## src/rtl/reg_status_table.sv

```systemverilog
`default_nettype none
// ============================================================================
//  Module      : reg_status_table
//  Description : Register-status (rename tag) table. Tracks, per architectural
//                register, whether an in-flight ROB entry will write it and the
//                tag of that entry. Answers two-operand status queries with one
//                cycle of latency. Optional macro REG_STATUS_COMMIT_BYPASS_EN
//                lets a query see a same-cycle matching commit.
//  Revision    : 1.0 - initial release
// ============================================================================
module reg_status_table #(
    parameter int ROB_WIDTH = 3
) (
    input  logic                 clk_in,
    input  logic                 rst_in,
    input  logic                 rdy_in,
    input  logic                 flush_in,
    input  logic                 issue_valid,
    input  logic [4:0]           issue_rd,
    input  logic [ROB_WIDTH-1:0] issue_tag,
    input  logic                 query_valid,
    input  logic [4:0]           query_rs1,
    input  logic [4:0]           query_rs2,
    input  logic                 commit_valid,
    input  logic [4:0]           commit_rd,
    input  logic [ROB_WIDTH-1:0] commit_tag,
    output logic                 ans_valid,
    output logic                 ans_rs1_busy,
    output logic [ROB_WIDTH-1:0] ans_rs1_tag,
    output logic                 ans_rs2_busy,
    output logic [ROB_WIDTH-1:0] ans_rs2_tag,
    output logic [5:0]           busy_cnt
);

    localparam int c_num_regs = 32;

    // Table state. Bit 0 of r_busy is never written, so x0 always reads clear.
    logic [c_num_regs-1:0] r_busy;
    logic [ROB_WIDTH-1:0]  r_tag [c_num_regs];
    logic [5:0]            r_busy_cnt;

    logic                  r_ans_valid;
    logic                  r_ans_rs1_busy;
    logic [ROB_WIDTH-1:0]  r_ans_rs1_tag;
    logic                  r_ans_rs2_busy;
    logic [ROB_WIDTH-1:0]  r_ans_rs2_tag;

    logic                  w_issue_set;
    logic                  w_commit_hit;
    logic                  w_same_rd;
    logic                  w_commit_clr;
    logic                  w_cnt_inc;
    logic [5:0]            w_cnt_next;

    // Issue to x0 is dropped; commit only clears when it is still the youngest
    // writer of that register (tag match), otherwise a newer rename exists.
    assign w_issue_set  = issue_valid && (issue_rd != 5'd0);
    assign w_commit_hit = commit_valid && (commit_rd != 5'd0) &&
                          r_busy[commit_rd] && (r_tag[commit_rd] == commit_tag);
    assign w_same_rd    = w_issue_set && (issue_rd == commit_rd);
    // A same-register issue overrides the commit, so the bit stays set.
    assign w_commit_clr = w_commit_hit && !w_same_rd;
    assign w_cnt_inc    = w_issue_set && !r_busy[issue_rd];
    assign w_cnt_next   = r_busy_cnt + {5'd0, w_cnt_inc} - {5'd0, w_commit_clr};

    // Query lookup, one copy per source operand. Reads pre-issue state.
    logic [4:0]           w_rs     [2];
    logic [1:0]           w_q_busy;
    logic [ROB_WIDTH-1:0] w_q_tag  [2];

    assign w_rs[0] = query_rs1;
    assign w_rs[1] = query_rs2;

    for (genvar gp = 0; gp < 2; gp++) begin : g_query
`ifdef REG_STATUS_COMMIT_BYPASS_EN
        // A register retired this very cycle must not make RS wait.
        logic w_commit_match;
        assign w_commit_match = w_commit_hit && (commit_rd == w_rs[gp]);
        assign w_q_busy[gp]   = r_busy[w_rs[gp]] && !w_commit_match;
`else
        assign w_q_busy[gp]   = r_busy[w_rs[gp]];
`endif
        assign w_q_tag[gp]    = (w_rs[gp] == 5'd0) ? '0 : r_tag[w_rs[gp]];
    end

    // Busy bits and tags: flush clears everything, issue wins over commit.
    always_ff @(posedge clk_in or posedge rst_in) begin
        if (rst_in) begin
            r_busy <= '0;
            for (int i = 0; i < c_num_regs; i++) begin
                r_tag[i] <= '0;
            end
        end else if (rdy_in) begin
            if (flush_in) begin
                r_busy <= '0;
            end else begin
                if (w_commit_clr) begin
                    r_busy[commit_rd] <= 1'b0;
                end
                if (w_issue_set) begin
                    r_busy[issue_rd] <= 1'b1;
                    r_tag[issue_rd]  <= issue_tag;
                end
            end
        end
    end

    // Running count of busy registers, kept in step with the table updates.
    always_ff @(posedge clk_in or posedge rst_in) begin
        if (rst_in) begin
            r_busy_cnt <= 6'd0;
        end else if (rdy_in) begin
            if (flush_in) begin
                r_busy_cnt <= 6'd0;
            end else begin
                r_busy_cnt <= w_cnt_next;
            end
        end
    end

    // Registered query answer; fields hold between accepted queries.
    always_ff @(posedge clk_in or posedge rst_in) begin
        if (rst_in) begin
            r_ans_valid    <= 1'b0;
            r_ans_rs1_busy <= 1'b0;
            r_ans_rs1_tag  <= '0;
            r_ans_rs2_busy <= 1'b0;
            r_ans_rs2_tag  <= '0;
        end else if (rdy_in) begin
            if (flush_in) begin
                r_ans_valid <= 1'b0;
            end else begin
                r_ans_valid <= query_valid;
                if (query_valid) begin
                    r_ans_rs1_busy <= w_q_busy[0];
                    r_ans_rs1_tag  <= w_q_tag[0];
                    r_ans_rs2_busy <= w_q_busy[1];
                    r_ans_rs2_tag  <= w_q_tag[1];
                end
            end
        end
    end

    assign ans_valid    = r_ans_valid;
    assign ans_rs1_busy = r_ans_rs1_busy;
    assign ans_rs1_tag  = r_ans_rs1_tag;
    assign ans_rs2_busy = r_ans_rs2_busy;
    assign ans_rs2_tag  = r_ans_rs2_tag;
    assign busy_cnt     = r_busy_cnt;

endmodule
`default_nettype wire

```

## config.mk

```make
export PLATFORM = sky130hd
export DESIGN_NAME = reg_status_table
export DESIGN_NICKNAME = d
export VERILOG_FILES = /design/src/rtl/reg_status_table.sv
export SDC_FILE = /design/constraint.sdc
export NUM_CORES = 1
export LEC_CHECK = 0
export CAP_MARGIN = 15
export CELL_PAD_IN_SITES_DETAIL_PLACEMENT = 1
export CELL_PAD_IN_SITES_GLOBAL_PLACEMENT = 1
export CORE_ASPECT_RATIO = 1.2
export CORE_MARGIN = 2
export CORE_UTILIZATION = 45
export CTS_CLUSTER_DIAMETER = 60
export DETAILED_ROUTE_END_ITERATION = 10
export HOLD_SLACK_MARGIN = 0.02
export PLACE_DENSITY = 0.81
export SLEW_MARGIN = 30
export SYNTH_ARGS = -nofsm -noshare
export SYNTH_HDL_FRONTEND = slang
export SYNTH_SLANG_ARGS = --single-unit
```

## constraint.sdc

```tcl
create_clock -name clk_in -period 7.7 [get_ports clk_in]
set_input_delay 2.31 -clock clk_in [delete_from_list [all_inputs] [get_ports clk_in]]
set_output_delay 2.31 -clock clk_in [all_outputs]
set_load 0.1 [all_outputs]
```

==> impl_metrics.tcl <==
set metrics [dict create \
    result_of_the_run "finished clean" \
    clockRootBuffer "sky130_fd_sc_hd__clkbuf_16" \
    global_route.usage.total_pct 31.0 \
    route.final.wire_length_um 33700 \
    synth_cell_type_count 52 \
    synth-seq-area-share_pct 37.1 \
    synthDominantCellAreaShare_pct 37.1 \
    dieHeight_um 164 \
    hold_path_class "reg2reg" \
    timing.reg2reg.worst_path_depth 15 \
    final_net_count 897 \
    setup_viol 0 \
    drive_above_1_share_pct 23.5 \
    skew_ns 0.0117 \
    syn-instance-count 847 \
    min_from "r_tag[93]" \
    critical_path.reg2reg.startpoint "r_tag[84]" \
    synth.ff_latch_count 143 \
    ios 48 \
    regArea_sq_um 3580 \
    drc 0 \
    placed_cells 1108 \
    tritoncts.num_buffers 17 \
    synth_top_cell_by_area "sky130_fd_sc_hd__dfrtp_1" \
    most_numerous_cell_in_the_yosys_netlist "sky130_fd_sc_hd__dfrtp_1" \
    grt_max_degree 92 \
    timing.final.hold_violations 0 \
    number_of_input_and_output_port_buffers_inserted 47 \
    post_synth_fa_ha_maj_area_fraction_pct 0.986 \
    hold-path-endpoint "r_tag[93]" \
    antenna_violating_nets_post_route 0 \
    total_of_fill_cells_in_the_finished_design 2225 \
    detailedRoute.firstPassIterationCount 5 \
    syn_area_sq_um 9640 \
    cts.sinks 143 \
    holdPathStages 0 \
    synth.mux.area_fraction_pct 34.9 \
    clock_insertion_delay_worst_skew_ns 0.44 \
    area_growth_syn_to_layout_pct 12.1 \
    synth_top_family_by_area "multiplexers" \
    routed_wire_per_std_cell_um 29.5 \
    syn_nets 887 \
    synth-edff-count 0 \
    row_count 58 \
    timing.rr.end "busy_cnt[5]" \
    crit_path_max_incr_delay_ns 0.99 \
    drv_slew 0 \
    post_synthesis_share_of_cell_area_spent_on_xor_and_xnor_gates_pct 0.986 \
    finalWeightedCongestion 0.937 \
    synth.cells.most_frequent "sky130_fd_sc_hd__dfrtp_1 (143), sky130_fd_sc_hd__mux2i_1 (115), sky130_fd_sc_hd__mux2_2 (93)" \
    timing.setup.tns_ns 0 \
    cts_hold_buffers 0 \
    fp.dieArea_sq_um 22600 \
    period_share_pct 84.2 \
    crit_path_max_fo 26 \
    starting_utilization_of_the_core_area_pct 46.0 \
    cellPowerDensity_nw_per_um2 208 \
    avgSynthCellArea_sq_um 11.4 \
    clock_tree.buffer_depth 2 \
    global_route_wire_length_before_repair_um 50600 \
    core_sq_um 21000 \
    regToRegSetupSlack_ns 3.67 \
    synthSimpleGateAreaFrac_pct 10.7 \
    synth_top_flop_cell "sky130_fd_sc_hd__dfrtp_1" \
    async_sr_flop_fraction_pct 100 \
    synth-compound-area-share_pct 11.6 \
    leakage_uw 0.00469 \
    cts_max_level 4 \
    multiInputGateArea_sq_um 5720 \
    worstSetupStartpointType "input port" \
    n_antenna_cell 0 \
    period_minus_slack_ns 6.48 \
    netlist_top_cells_area "sky130_fd_sc_hd__dfrtp_1 (37%), sky130_fd_sc_hd__mux4_2 (12%), sky130_fd_sc_hd__mux2i_1 (12%), sky130_fd_sc_hd__mux2_2 (11%), sky130_fd_sc_hd__o22ai_1 (3.2%)" \
    timing_worst_slew_pin_value_ns 0.974 \
    ir_worst_vdd_mv 0.181 \
    die_w_um 138 \
    required_ns 8.02 \
    rsz0062_at_grt "false" \
    grt_pass1_vias 7860 \
    max_cap_check_violation_count 0 \
    finish.cell_count_without_fillers 1139 \
    clkSlewWorstSetupHoldPaths_ns 0.06 \
    worstPathArrival_ns 6.80 \
    via_per_inst 6.92 \
    ws_path_type "in2reg" \
    detail_route.iter0.violations 929 \
    ys_warn_count 0 \
    grt_antenna_before_repair 0 \
    crit_chain "clkdlybuf4s50_1 > or4bb_1 > o22ai_1 > nor4_1 > and3_1 > or4_4 > nor2_1 > ha_1 > inv_1 > ha_1 > a21o_1 > a21oi_1 > o21bai_1 > a21oi_1 > xnor2_1 > o311ai_0" \
    worst_path_max_delay_cell "sky130_fd_sc_hd__clkdlybuf4s50_1" \
    postCtsSetupBuffers 0 \
    slew_headroom_pct 34.8 \
    worst_setup_path_end_kind "register" \
    post_cts_resized 0 \
    place_hpwl_um 23800 \
    clock_tree_from_tritoncts "done" \
    grt_overflow 0 \
    achievable-frequency_mhz 154 \
    vias 7885 \
]
[cell type report]
cell class	instances	share of cell area, %
Multi-Input combinational cell	622	52.9
Sequential cell	143	33.1
Timing Repair Buffer	59	4.96
Clock buffer	20	4.13
Tap cell	270	3.13
Clock inverter	11	1.23
Inverter	14	0.533
[flip-flops by register name, indices dropped and copies added, names as in the netlist]
register,flops
r_tag,96
r_busy,32
busy_cnt,6
ans_rs1_tag,3
ans_rs2_tag,3
ans_rs1_busy,1
ans_rs2_busy,1
ans_valid,1
[power by group]
group          switching (uW)  internal [uW]
logic                     335            199
clock network             355            488
registers                59.3            809
[cells in the final DEF (no fill, tap or decap), types with 12 or more instances in the layout]
cell / n
sky130_fd_sc_hd__a21oi_1: 27
sky130_fd_sc_hd__a2bb2oi_1: 20
sky130_fd_sc_hd__buf_4: 14
sky130_fd_sc_hd__clkbuf_16: 17
sky130_fd_sc_hd__clkdlybuf4s50_1: 41
sky130_fd_sc_hd__dfrtp_1: 143
sky130_fd_sc_hd__inv_1: 12
sky130_fd_sc_hd__mux2_2: 93
sky130_fd_sc_hd__mux2i_1: 115
sky130_fd_sc_hd__mux4_2: 52
sky130_fd_sc_hd__nand2_1: 74
sky130_fd_sc_hd__nor2_1: 22
sky130_fd_sc_hd__o221ai_1: 25
sky130_fd_sc_hd__o22ai_1: 49
[per-layer routing]
metal	share of wire (%)	global-route usage, %	up-vias
li1	-	-	3308
met5	0	0	-
met4	5.4	15.6	0
met2	48	49.6	421
met3	7.3	4.75	92
met1	40	40.9	4064
[kinds of logic after synthesis]
group	after synthesis
fa+ha+maj	7
mux	260
flops	143
xor+xnor	10
compound gates	159
simple gates	186
buf+inv	82
[through the flow]
| step | util [%] | hold WS (ns) | power (uW) | worst slack [ns] | cell area, sq um |
|---|---|---|---|---|---|
| 6_report | 51.5 | 0.437 | 2240 | 1.22 | 10800 |
| 5_1_grt | 51.5 | 0.458 | 2310 | 0.970 | 10800 |
| 4_1_cts | 51.5 | 0.435 | 2240 | 1.23 | 10800 |
| 3_5_place_dp | 48.8 | 0.415 | 1400 | 0.858 | 10200 |
| 3_3_place_gp | 48.8 | 0.410 | 1380 | 0.999 | 10200 |
| 2_1_floorplan | - | 0.466 | 1250 | 1.55 | 9640 |
[worst max-delay path by stage]
stage                             from           end  slack, ns  cells after the start
final                     commit_rd[3]   busy_cnt[5]       1.22                     16
after global routing      commit_rd[3]   busy_cnt[5]       0.97                     16
after CTS                 commit_rd[3]   busy_cnt[5]       1.23                     16
after detailed placement  commit_rd[3]   busy_cnt[5]       0.86                     16
after global placement    commit_rd[3]   busy_cnt[5]        1.0                     16
after floorplan                 rst_in  ans_rs1_busy       1.55                      1
[critical path, delay by kind of cell]
kind / cells / cell delay (ns)
xor gates and xnor gates: 1 / 0.09
adders and majority gates: 2 / 0.44
buffers and inverters: 2 / 1.05
and+or+nand+nor: 5 / 1.64
AOI/OAI and AO/OA: 6 / 1.24
Note: power is estimated with default switching activity, not from simulation.
